**config.mk**
```make
export PLATFORM = sky130hd
export DESIGN_NAME = mips_muldiv_unit
export DESIGN_NICKNAME = d
export VERILOG_FILES = /design/src/rtl/mips_muldiv_unit.sv
export SDC_FILE = /design/constraint.sdc
export NUM_CORES = 1
export LEC_CHECK = 0
export ABC_AREA = 1
export CELL_PAD_IN_SITES_DETAIL_PLACEMENT = 0
export CELL_PAD_IN_SITES_GLOBAL_PLACEMENT = 2
export CORE_MARGIN = 1.5
export CORE_UTILIZATION = 32
export CTS_BUF_LIST = sky130_fd_sc_hd__clkbuf_4
export DETAILED_ROUTE_END_ITERATION = 10
export GPL_TIMING_DRIVEN = 0
export MAX_ROUTING_LAYER = met4
export PLACE_DENSITY = 0.95
export SETUP_SLACK_MARGIN = 0.1
export SYNTH_ARGS = -nofsm -noshare
export SYNTH_HDL_FRONTEND = slang
export SYNTH_SLANG_ARGS = --single-unit
```
**constraint.sdc**
```tcl
create_clock -name clk -period 3.7 [get_ports clk]
set_input_delay 0.74 -clock clk [delete_from_list [all_inputs] [get_ports clk]]
set_output_delay 0.74 -clock clk [all_outputs]
set_load 0.01 [all_outputs]
```
**src/rtl/mips_muldiv_unit.sv**
```systemverilog
// Iterative MIPS HI/LO multiply/divide unit: radix-2 shift-add multiply, restoring divide.
// Define MULDIV_SIGNED_EN to enable signed MULT/DIV (op[0]); otherwise all operations are unsigned.
module mips_muldiv_unit #(
  parameter int NBits = 32
) (
  input  logic             clk,
  input  logic             reset,
  input  logic             start,
  input  logic [1:0]       op,
  input  logic [NBits-1:0] operand_a,
  input  logic [NBits-1:0] operand_b,
  input  logic             mthi,
  input  logic             mtlo,
  input  logic [NBits-1:0] write_data,
  output logic             busy,
  output logic             done,
  output logic [NBits-1:0] hi,
  output logic [NBits-1:0] lo,
  output logic             div_by_zero
);

  localparam int CW = $clog2(NBits) + 1;

  typedef enum logic [1:0] {IDLE, RUN, DONE} state_t;

  state_t           state_q, state_d;
  logic [CW-1:0]    cnt_q, cnt_d;
  logic             is_div_q, is_div_d;
  logic [NBits-1:0] rem_q, rem_d, quo_q, quo_d, dsr_q, dsr_d;
  logic [NBits-1:0] hi_q, hi_d, lo_q, lo_d;
  logic             dbz_q, dbz_d;
  logic             accept;
  logic [NBits-1:0] a_in, b_in, rem_nx, quo_nx, res_hi, res_lo;
  logic [NBits:0]   mul_sum, div_shift, div_diff;

`ifdef MULDIV_SIGNED_EN
  logic               neg_lo_q, neg_lo_d, neg_hi_q, neg_hi_d;
  logic               a_neg, b_neg;
  logic [2*NBits-1:0] prod_mag;

  assign a_neg    = op[0] & operand_a[NBits-1];
  assign b_neg    = op[0] & operand_b[NBits-1];
  assign a_in     = a_neg ? -operand_a : operand_a;
  assign b_in     = b_neg ? -operand_b : operand_b;
  assign prod_mag = {rem_nx, quo_nx};

  // Iterations run on magnitudes; the sign is applied only to the final result.
  always_comb begin
    if (is_div_q) begin
      res_lo = neg_lo_q ? -quo_nx : quo_nx;
      res_hi = neg_hi_q ? -rem_nx : rem_nx;
    end else begin
      {res_hi, res_lo} = neg_lo_q ? -prod_mag : prod_mag;
    end
  end
`else
  logic unused_op0;

  assign unused_op0 = op[0];
  assign a_in       = operand_a;
  assign b_in       = operand_b;
  assign res_hi     = rem_nx;
  assign res_lo     = quo_nx;
`endif

  // One iteration: multiply shifts {rem,quo} right, divide shifts it left.
  always_comb begin
    mul_sum   = {1'b0, rem_q} + (quo_q[0] ? {1'b0, dsr_q} : '0);
    div_shift = {rem_q, quo_q[NBits-1]};
    div_diff  = div_shift - {1'b0, dsr_q};
    if (is_div_q) begin
      quo_nx = {quo_q[NBits-2:0], ~div_diff[NBits]};
      rem_nx = div_diff[NBits] ? div_shift[NBits-1:0] : div_diff[NBits-1:0];
    end else begin
      rem_nx = mul_sum[NBits:1];
      quo_nx = {mul_sum[0], quo_q[NBits-1:1]};
    end
  end

  always_comb begin
    state_d  = state_q;
    cnt_d    = cnt_q;
    is_div_d = is_div_q;
    rem_d    = rem_q;
    quo_d    = quo_q;
    dsr_d    = dsr_q;
    hi_d     = hi_q;
    lo_d     = lo_q;
    dbz_d    = dbz_q;
`ifdef MULDIV_SIGNED_EN
    neg_lo_d = neg_lo_q;
    neg_hi_d = neg_hi_q;
`endif
    accept   = start && (state_q != RUN);
    case (state_q)
      RUN: begin
        rem_d = rem_nx;
        quo_d = quo_nx;
        cnt_d = cnt_q + CW'(1);
        if (cnt_q == CW'(NBits - 1)) begin
          state_d = DONE;
          if (is_div_q && (dsr_q == '0)) begin
            dbz_d = 1'b1;
          end else begin
            hi_d = res_hi;
            lo_d = res_lo;
          end
        end
      end
      default: begin
        if (state_q == DONE) state_d = IDLE;
        if (accept) begin
          state_d  = RUN;
          cnt_d    = '0;
          dbz_d    = 1'b0;
          is_div_d = op[1];
          rem_d    = '0;
          quo_d    = a_in;
          dsr_d    = b_in;
`ifdef MULDIV_SIGNED_EN
          neg_lo_d = a_neg ^ b_neg;
          neg_hi_d = a_neg;
`endif
        end else begin
          if (mthi) hi_d = write_data;
          if (mtlo) lo_d = write_data;
        end
      end
    endcase
  end

  always_ff @(posedge clk) begin
    if (reset) begin
      state_q  <= IDLE;
      cnt_q    <= '0;
      is_div_q <= 1'b0;
      rem_q    <= '0;
      quo_q    <= '0;
      dsr_q    <= '0;
      hi_q     <= '0;
      lo_q     <= '0;
      dbz_q    <= 1'b0;
`ifdef MULDIV_SIGNED_EN
      neg_lo_q <= 1'b0;
      neg_hi_q <= 1'b0;
`endif
    end else begin
      state_q  <= state_d;
      cnt_q    <= cnt_d;
      is_div_q <= is_div_d;
      rem_q    <= rem_d;
      quo_q    <= quo_d;
      dsr_q    <= dsr_d;
      hi_q     <= hi_d;
      lo_q     <= lo_d;
      dbz_q    <= dbz_d;
`ifdef MULDIV_SIGNED_EN
      neg_lo_q <= neg_lo_d;
      neg_hi_q <= neg_hi_d;
`endif
    end
  end

  assign busy        = (state_q == RUN);
  assign done        = (state_q == DONE);
  assign hi          = hi_q;
  assign lo          = lo_q;
  assign div_by_zero = dbz_q;

endmodule

```
# [Word level (Yosys, flattened, before mapping)]
# Index checks and enable logic that the tools add are counted.
[word_totals] output_inout_bits=67 regBits=170 wordCells=62 input_bits=103
[op_classes] n_eq_ne=8 add_sub_neg=3 n_bitwise=2 reduce_logical=12 n_mux=28
[op_table] op="32-bit 2-to-1 mux" n=18
[op_table] op="32-bit by 32-bit adder with 33-bit output" n=1
[op_table] op="33-bit by 32-bit subtractor with 33-bit output" n=1
[op_table] op="32-bit logical NOT" n=1
[op_table] op="6-bit 2-to-1 mux" n=2
[op_table] op="2-bit 2-to-1 mux" n=4
[op_table] op="4-bit AND reduction" n=2
[op_table] op="6-bit by 1-bit adder with 6-bit output, second input constant" n=1
[op_table] op="6-bit by 5-bit equality test with 1-bit output, second input constant" n=1
[op_table] op="2-bit by 1-bit inequality test with 1-bit output, second input constant" n=3
[op_table] op="2-bit nonzero test" n=3
[op_table] op="1-bit 2-to-1 mux" n=4
[op_table] op="2-bit inequality test, second input constant" n=2
[op_table] op="2-bit AND reduction" n=2
[op_table] op="3-bit AND reduction" n=1
[op_table] op="3-bit nonzero test" n=1
[op_table] op="2-bit by 1-bit equality test with 1-bit output, second input constant" n=1
[op_table] op="2-bit equality test, second input constant" n=1
[op_table] op="1-bit logical AND" n=2
[op_table] op="1-bit NOT" n=2

# [Longest topological paths before layout]
# Gate-level depths: netlist (run 1).
[logic_depth] word_depth=6 mapped_depth=21 ltp_nobuf=20

# [Worst setup path before layout (run 1)]
# OpenSTA, ideal clock, no wires.
[synth_path] kind="register -> register" startpoint="reg quo_q[0]" endpoint="reg rem_q[15]" n_path_buf=2 synth_period_minus_slack_ns=2.424 path_slack_ns=1.276 t_arrival_ns=2.353 stages_incl_launch_ff=20 path_cell_list="dfxtp_1 clkbuf_1 clkbuf_1 nand2_1 inv_1 ha_1 fa_1 nand3_1 nand2_1 nand2_1 nand2_1 nand2_1 nand2_1 nand2_1 nand2_1 a21oi_1 o21ai_0 nand2_1 nand2_1 a21oi_1"
[synth_between] elab_chain_cells=4
[synth_lines] item="start, declared" line_no="29" rtl="logic [NBits-1:0] rem_q, rem_d, quo_q, quo_d, dsr_q, dsr_d;"
[synth_lines] item="start signal, assigned" line_no="152" rtl="quo_q <= quo_d;"
[synth_lines] item="32-bit 2-to-1 mux" line_no="68" rtl="mul_sum = {1'b0, rem_q} + (quo_q[0] ? {1'b0, dsr_q} : '0);"
[synth_lines] item="32-bit by 32-bit adder with 33-bit output" line_no="68"
[synth_lines] item="32-bit 2-to-1 mux" line_no="71" rtl="if (is_div_q) begin"
[synth_lines] item="32-bit 2-to-1 mux" line_no="95" rtl="case (state_q)"
[synth_lines] item="end signal, assigned" line_no="151" rtl="rem_q <= rem_d;"
[synth_lines] item="end, declared" line_no="29"
# No other way between the ends.
# A chain may end at the register's enable or synchronous reset.

# [Final worst setup path (run 1)]
[layout_path] startpoint="in start" endpoint="reg lo_q[30], in the netlist lo[30]"
[layout_between] elab_chain_cells=3
[layout_lines] item="start, declared" line_no="8" rtl="input logic start,"
[layout_lines] item="1-bit logical AND" line_no="94" rtl="accept = start && (state_q != RUN);"
[layout_lines] item="2-bit inequality test (no line)"
[layout_lines] item="4-bit AND reduction (no line)"
[layout_lines] item="end signal, assigned" line_no="155" rtl="lo_q <= lo_d;"
[layout_lines] item="end, declared" line_no="30" rtl="logic [NBits-1:0] hi_q, hi_d, lo_q, lo_d;"
# No other way between the ends.

==> flow_summary.ini, run 1 <==
[logic_synthesis]
ys_types = 47
synth_ff_type = dfxtp_1
synthArstFlopShare_pct = 0
synth_top_area_cell = dfxtp_1
synthCells = 2174
synth_area_sq_um = 12800
synth_edf_count = 0
synthTopCellsByArea = dfxtp_1 27%, nand2_1 21%, inv_1 8.9%
syn_avg_cell_area_sq_um = 5.887
yosysWarnings = 0
synth_top_area_share_pct = 26.59
yosysSeqAreaShare_pct = 26.59
yosys_register_bits = 170
syn_nets = 2346

[run_status]
status = finished, final reports clean

[clock_tree]
cts_buffers = 17
cts_tree = done
cts-root-buf = clkbuf_4
post_cts_buffers = 0
cts.clk_slew.worst_paths_ns = 0.16
insertion_delay_ns = 0.65
clock_sinks = 170
clk_path_buf_depth = 2
htree_num_levels = 4

[die]
die-height_microns = 203.0
ios = 170
die_area_sq_um = 41200
initial_core_util_pct = 32.28
num_rows = 73
coreArea_sq_um = 39640
die_x_microns = 203.0

[placement]
gp_congestion = 0.9385
postPlaceCellArea_sq_um = 15130
dp_hpwl_microns = 44240
port_buffers = 167

[sta]
min_period_ns = 3.297
hold_violations = 0
finalSetupViolCount = 0
worst_slew_pin_slew_ns = 0.9808
final-max-slew-violation-count = 0
clock_skew_ns = 0.03520
grt_setup_unrepaired = no
relSlewSlack_pct = 34.61
post-route-period-util_pct = 89.10
max_freq_mhz = 303.3
tns_ns = 0

[hold_path]
hold_class = reg -> reg
hp-start = cnt_q[5]
min_to = cnt_q[5]
hold_depth = 2

[route]
vias = 14430
finalWirelength_microns = 53120
first_iter_violations = 1088
avgRoutedWirePerCell_microns = 18.31
ant_nets = 0
vias_per_cell = 4.974
firstDrtPassIters = 6
route.detailed.drc = 0

[grt]
grt_max_degree = 20
grt_pass1_wl_microns = 79510
gr-total-overflow = 0
grt_pass1_vias = 13640
antenna_found_initial = 3
grt_use_total_pct = 26.29

[final_layout]
post-route-cell-area_sq_um = 15440
drive_gt1_share_pct = 3.835
final_cell_mix = 710 x nand2_1, 302 x inv_1, 226 x a21oi_1
fin_nets = 2532
final_util_pct = 38.95
syn_to_final_growth_pct = 20.66
final_common_cell = nand2_1

[setup_path]
start_kind = input pin
path_max_fanout = 10
criticalPathCategory = in -> reg
required_ns = 4.24
crit_arrival_ns = 3.83
end_kind = register
startpoint = start
regToRegSetupSlack_ns = 0.44
r2r_cells = 19
r2r_start = quo_q[0]
r2r_end = rem_q[21]

[pwr]
p_leak_uw = 0.007630
ir_drop_mv = 0.2098
powerDensity_nw_per_um2 = 340.1

[run]
maxCapViolCount = 0
## sequential cells by signal (all words and copies together) (netlist names)
register     count
rem_q           32
cnt_q            6
is_div_q         1
dsr_q           32
lo              32
quo_q           32
state_q          2
div_by_zero      1
hi              32
## through the flow
stage	hold WS (ns)	std cells	setup WS [ns]	total power [uW]
3_5_place_dp	0.4747	2866	-0.2303	4064
3_3_place_gp	0.4635	2866	-0.2367	4048
5_1_grt	0.5261	2901	0.1267	5563
2_1_floorplan	0.4544	2174	1.276	3261
6_report	0.4972	2901	0.4031	5251
4_1_cts	0.4954	2898	0.1331	5248
## routing by layer
metal / wire (microns) / vias to the layer above / track usage, %
met5: 0 / - / -
met3: 2678 / 73 / 3.226
li1: - / 7322 / -
met2: 24490 / 431 / 42.87
met4: 1309 / 0 / 7.487
met1: 24640 / 6603 / 34.08
## worst max-delay path, stage by stage
cell	delay [ns]
clkdlybuf4s50_1	0.54
clkinv_1	0.33
nor2_1	0.77
inv_2	0.33
nand3_1	0.39
inv_1	0.24
clkbuf_1	0.28
nor2_1	0.15
nor2_1	0.06
## Yosys cell counts, types with 2 or more instances
library cell and number:
o21ai_0 152, buf_1 2, buf_2 10, a21oi_1 226, nor2_1 187, a221oi_1 7, xnor2_1 7, nor3_1 12
nand2_2 7, nand2_4 6, a21oi_2 2, nand3_1 94, xor2_1 9, or2_2 2, ha_1 67, o21a_1 2
a21o_1 6, a31oi_1 26, buf_4 5, nand2_1 710, a211oi_1 4, nand3b_1 26, clkbuf_1 67, dfxtp_1 170
nor4_1 3, inv_1 302, inv_2 10, buf_6 2, a21boi_0 2, clkinv_1 2, nor2_2 2, nand4_1 24
and2_1 5, o21bai_1 2, fa_1 2
## cell type report
| type | count | area [sq um] |
|---|---|---|
| buffer | 87 | 392.9 |
| clock buffer | 17 | 127.6 |
| fill | 4507 | 24200 |
| timing repair buffer | 167 | 1672 |
| sequential | 170 | 3403 |
| multi-input combinational | 1603 | 7834 |
| inverter | 314 | 1179 |
| clock inverter | 15 | 168.9 |
| antenna | 3 | 7.507 |
| tap | 525 | 656.9 |
## cells by family after synthesis
logic type	synth area share, %
adders and majority gates	6.863
DFF	26.59
and+or+nand+nor	35.17
xor gates and xnor gates	1.095
buffers and inverters	12.25
AOI/OAI and AO/OA	18.03
## how the worst max path moves through the flow
stage / end / slack [ns]
3_3_place_gp: hi[12] / -0.24
4_1_cts: hi[27] / 0.13
3_5_place_dp: hi[12] / -0.23
2_1_floorplan: rem_q[15] / 1.28
5_1_grt: hi[15] / 0.13
6_report: lo[30] / 0.40
## report_power, final
group          switching (uW)  internal (uW)
Clock                     887            321
Sequential                119           2010
Combinational            1210            704
## timing repair
item,in CTS,in global routing
hold buffers,0,0
resized for setup,1,8
setup endpoints to repair,4,32
Power figures use the tool's default switching activity.
==> run 2, diff against run 1 <==
PLACE_DENSITY = 0.89   (was 0.95)
==> flow_summary.ini, run 2 (same netlist as run 1, synthesis figures left out) <==
[final_layout]
final_common_cell = nand2_1
drive_gt1_share_pct = 3.627
fin_nets = 2532
layout.cells.non_filler = 2900
register_area_sq_um = 3403
fillers = 4522
multi_input_area_sq_um = 7829
syn_to_final_growth_pct = 20.31
final_cell_mix = 710 x nand2_1, 302 x inv_1, 226 x a21oi_1

[clock_tree]
cts_tree = done
htree_num_levels = 4
insertion_delay_ns = 0.66
cts.clk_slew.worst_paths_ns = 0.18
clock_sinks = 170
clk_path_buf_depth = 2
cts_buffers = 17
cts-root-buf = clkbuf_4
holdBufCountCts = 0

[pwr]
internal-power_uw = 3058
pwr-share-clk_pct = 21.6
p_comb_share_pct = 37.2
p_switching_uw = 2105
p_leak_uw = 0.007609
switching_share_pct = 40.77
seqPwrFrac_pct = 41.2
ir_drop_mv = 0.1854
powerDensity_nw_per_um2 = 335.4

[setup_path]
crit_arrival_ns = 3.90
criticalPathCategory = reg -> reg
slowest_delay_ns = 0.63
path_cells = inv_1 > ha_1 > buf_2 > nor2_2 > inv_1 > nand2_1 > nand2_1 > clkbuf_1 > a21oi_1 > a21oi_1
end_kind = register
start_kind = register
cp_slowest_cell = nor2_2
path_max_fanout = 10
required_ns = 4.25

[die]
initial_core_util_pct = 32.28
die_area_sq_um = 41200
ios = 170
die-height_microns = 203.0
num_rows = 73
die_x_microns = 203.0
coreArea_sq_um = 39640

[sta]
finalSetupViolCount = 0
relSlewSlack_pct = 36.12
timing.hold.ws_ns = 0.4971
tns_ns = 0
max_freq_mhz = 298.4
min_period_ns = 3.352
post-route-period-util_pct = 90.58
grt_setup_unrepaired = no
worst_slew_pin_slew_ns = 0.9581
hold_violations = 0
final-max-slew-violation-count = 0
clock_skew_ns = 0.04318

[route]
first_iter_violations = 1142
vias_per_cell = 4.978
avgRoutedWirePerCell_microns = 18.76
finalWirelength_microns = 54410
ant_nets = 0
vias = 14440
route.detailed.drc = 0
firstDrtPassIters = 5

[placement]
port_buffers = 167
placed_cells = 2866
dp_hpwl_microns = 45100
gp_congestion = 0.9558

[grt]
grt_pass1_wl_microns = 81480
grt_max_degree = 17
gr-total-overflow = 0
grt_use_total_pct = 26.99
grt_pass1_vias = 13270
antenna_found_initial = 3

[hold_path]
hold_class = reg -> reg

[run_status]
status = finished, final reports clean

[run]
maxCapViolCount = 0
## run 2: power by group through the flow
stage               registers, uW  logic [uW]  clock network [uW]
floorplan                    2180        1080                   0
global placement             2170        1900                   0
detailed placement           2170        1910                   0
CTS                          2130        1920                1130
global route                 2150        2130                1200
finish                       2130        1920                1110
## run 2: worst paths after layout
kind / endpoint / startpoint / depth (start not counted) / slack, ns
worst max-delay path: hi[12] / state_q[1] / 10 / 0.35
worst min register to register: lo[15] / lo[15] / 2 / 0.50
worst min-delay path: lo[15] / lo[15] / 2 / 0.50
worst max register to register: hi[12] / state_q[1] / 10 / 0.35
## run 2: area by class of cell
cell class                 count  share of cell area (%)
multi-input combinational   1603                   50.85
sequential                   170                   22.10
timing repair buffer         167                   10.86
inverter                     314                   7.655
tap                          525                   4.267
buffer                        87                   2.552
clock buffer                  18                  0.8777
clock inverter                12                  0.7720
antenna                        4                 0.06501
## run 2: per-layer routing
metal / track usage (%) / up-vias / wire (microns)
met4: 5.661 / 0 / 940
met3: 2.841 / 52 / 2590
met2: 43.14 / 378 / 24820
met5: - / - / 0
li1: - / 7308 / -
met1: 36.72 / 6699 / 26060
## run 2: stage by stage
stage | worst slack (ns) | total power, uW | instance area (sq um) | util [%]
detailed placement | -0.3946 | 4077 | 15130 | 38.16
global route | 0.1975 | 5487 | 15400 | 38.84
floorplan | 1.276 | 3261 | 12800 | -
finish | 0.3484 | 5163 | 15400 | 38.84
CTS | 0.2930 | 5175 | 15380 | 38.81
global placement | -0.4028 | 4065 | 15130 | 38.16
## run 2: timing repair
item / CTS / global route
gates cloned: 0 / 0
gates resized for setup: 3 / 5
endpoints found under the setup margin: 20 / 24
setup buffers: 0 / 0
## run 2: critical path, delay by kind of cell (launching register included)
family          cells  cell delay [ns]
compound gates      2             0.50
simple gates        3             1.12
buf+inv             4             1.00
fa+ha+maj           1             0.21
flops               1             0.39
==> run 3, diff against run 2 <==
HOLD_SLACK_MARGIN = 0.06   (was not set)
REMOVE_ABC_BUFFERS = 1   (was not set)
SLEW_MARGIN = 10   (was not set)
==> flow_summary.ini, run 3 (same netlist as run 1, synthesis figures left out) <==
[route]
ant_nets = 0
finalWirelength_microns = 47680
avgRoutedWirePerCell_microns = 16.89
route.detailed.drc = 0
vias_per_cell = 4.917
first_iter_violations = 854
vias = 13880
firstDrtPassIters = 5

[final_layout]
final_cell_mix = 709 x nand2_1, 299 x inv_1, 226 x a21oi_1
fillers = 4503
layout.cells.non_filler = 2823
final_util_pct = 38.49
syn_to_final_growth_pct = 19.22
drive_gt1_share_pct = 3.788
final_common_cell = nand2_1
fin_nets = 2456

[die]
num_rows = 73
ios = 170
die_area_sq_um = 41200
coreArea_sq_um = 39640
initial_core_util_pct = 32.28
die_x_microns = 203.0
die-height_microns = 203.0

[pwr]
ir_drop_mv = 0.1683
p_total_uw = 5001
powerDensity_nw_per_um2 = 327.8
p_leak_uw = 0.007537

[run]
maxCapViolCount = 0

[sta]
worst_slew_pin_slew_ns = 0.9694
final-max-slew-violation-count = 0
hold_violations = 0
max_freq_mhz = 309.9
timing.hold.ws_ns = 0.4967
grt_setup_unrepaired = no
relSlewSlack_pct = 35.30
clock_skew_ns = 0.04620
min_period_ns = 3.226
post-route-period-util_pct = 87.20
finalSetupViolCount = 0

[setup_path]
end_kind = register
startpoint = quo_q[31]
path_max_fanout = 35
required_ns = 4.28
criticalPathCategory = reg -> reg
r2r_start = quo_q[31]
crit_arrival_ns = 3.81
start_kind = register

[clock_tree]
insertion_delay_ns = 0.67
cts.clk_slew.worst_paths_ns = 0.16
htree_num_levels = 4
cts-root-buf = clkbuf_4
cts_buffers = 17
cts_tree = done
clk_path_buf_depth = 2
post_cts_buffers = 0
clock_sinks = 170

[hold_path]
hold_class = reg -> reg
hp-start = lo[6]

[grt]
grt_pass1_vias = 13340
gr-total-overflow = 0
grt_use_total_pct = 23.81
grt_max_degree = 86
grt_pass1_wl_microns = 73950
antenna_found_initial = 1

[placement]
port_buffers = 168
placed_cells = 2789
gp_congestion = 0.9648
dp_hpwl_microns = 37230

[run_status]
status = finished, final reports clean
run 3: changes by cell type in the layout (fill, tap and decap cells not counted), moves of 3 or more:
cell / change
buf_16: +5
buf_2: -11
clkinv_2: +4
buf_12: +3
buf_4: -4
diode_2: -3
inv_4: +3
inv_1: -3
clkbuf_1: -64
run 3: worst paths after layout:
kind	to	slack, ns	cells after the start
worst max-delay path	hi[4]	0.47	17
worst min-delay path	lo[6]	0.50	2
worst max register to register	hi[4]	0.47	17
worst min register to register	lo[6]	0.50	2
run 3: cell type report:
class,count,area (sq um),share of cell area [%]
Inverter,314,1191,7.807
Clock buffer,18,135.1,0.8857
Tap cell,525,656.9,4.305
Sequential cell,170,3411,22.36
Antenna cell,1,2.502,0.01640
Clock inverter,14,98.84,0.6479
Multi-Input combinational cell,1604,7865,51.55
Timing Repair Buffer,177,1897,12.43
run 3: repair_timing:
| item | in CTS | in global routing |
|---|---|---|
| setup endpoints to repair | 32 | 38 |
| pin swaps | 0 | 1 |
| gates cloned | 0 | 1 |
| gates resized for setup | 3 | 2 |
| endpoints found under the hold margin | 0 | 0 |
| hold buffers | 0 | 0 |
run 3: stage by stage:
stage / cell area, sq um / TNS (ns) / worst slack (ns)
4_1_cts: 15240 / 0 / 0.2462
6_report: 15260 / 0 / 0.4735
2_1_floorplan: 12410 / -47.82 / -1.131
3_5_place_dp: 15000 / -40.49 / -1.298
3_3_place_gp: 14750 / -549.26 / -4.785
5_1_grt: 15260 / 0 / 0.1633
run 3: metal layers:
metal	vias up	global-route usage [%]	part of all wire (%)
met5	-	-	0
met4	0	6.825	2.1
met3	46	2.376	3.9
met2	335	38.61	46
met1	6343	31.35	48
li1	7158	-	-
run 3: where the power goes:
| part | leakage (uW) | switching [uW] | internal (uW) |
|---|---|---|---|
| sequential | 0.00140 | 144 | 2010 |
| clock | 0.000127 | 745 | 275 |
| combinational | 0.00601 | 1120 | 705 |
| total | 0.00754 | 2010 | 2990 |
run 3: critical path: stages (launching register included):
cell	delay (ns)
dfxtp_1	0.36
inv_1	0.14
ha_1	0.18
inv_1	0.08
fa_1	0.38
nand2_1	0.10
nand2_1	0.15
nand3_2	0.13
nand2_4	0.09
nand2_4	0.07
nand2_4	0.06
nand2_4	0.09
nand3_4	0.30
nand2_8	0.36
inv_1	0.20
nand3b_1	0.12
nand4_1	0.13
a21oi_1	0.16
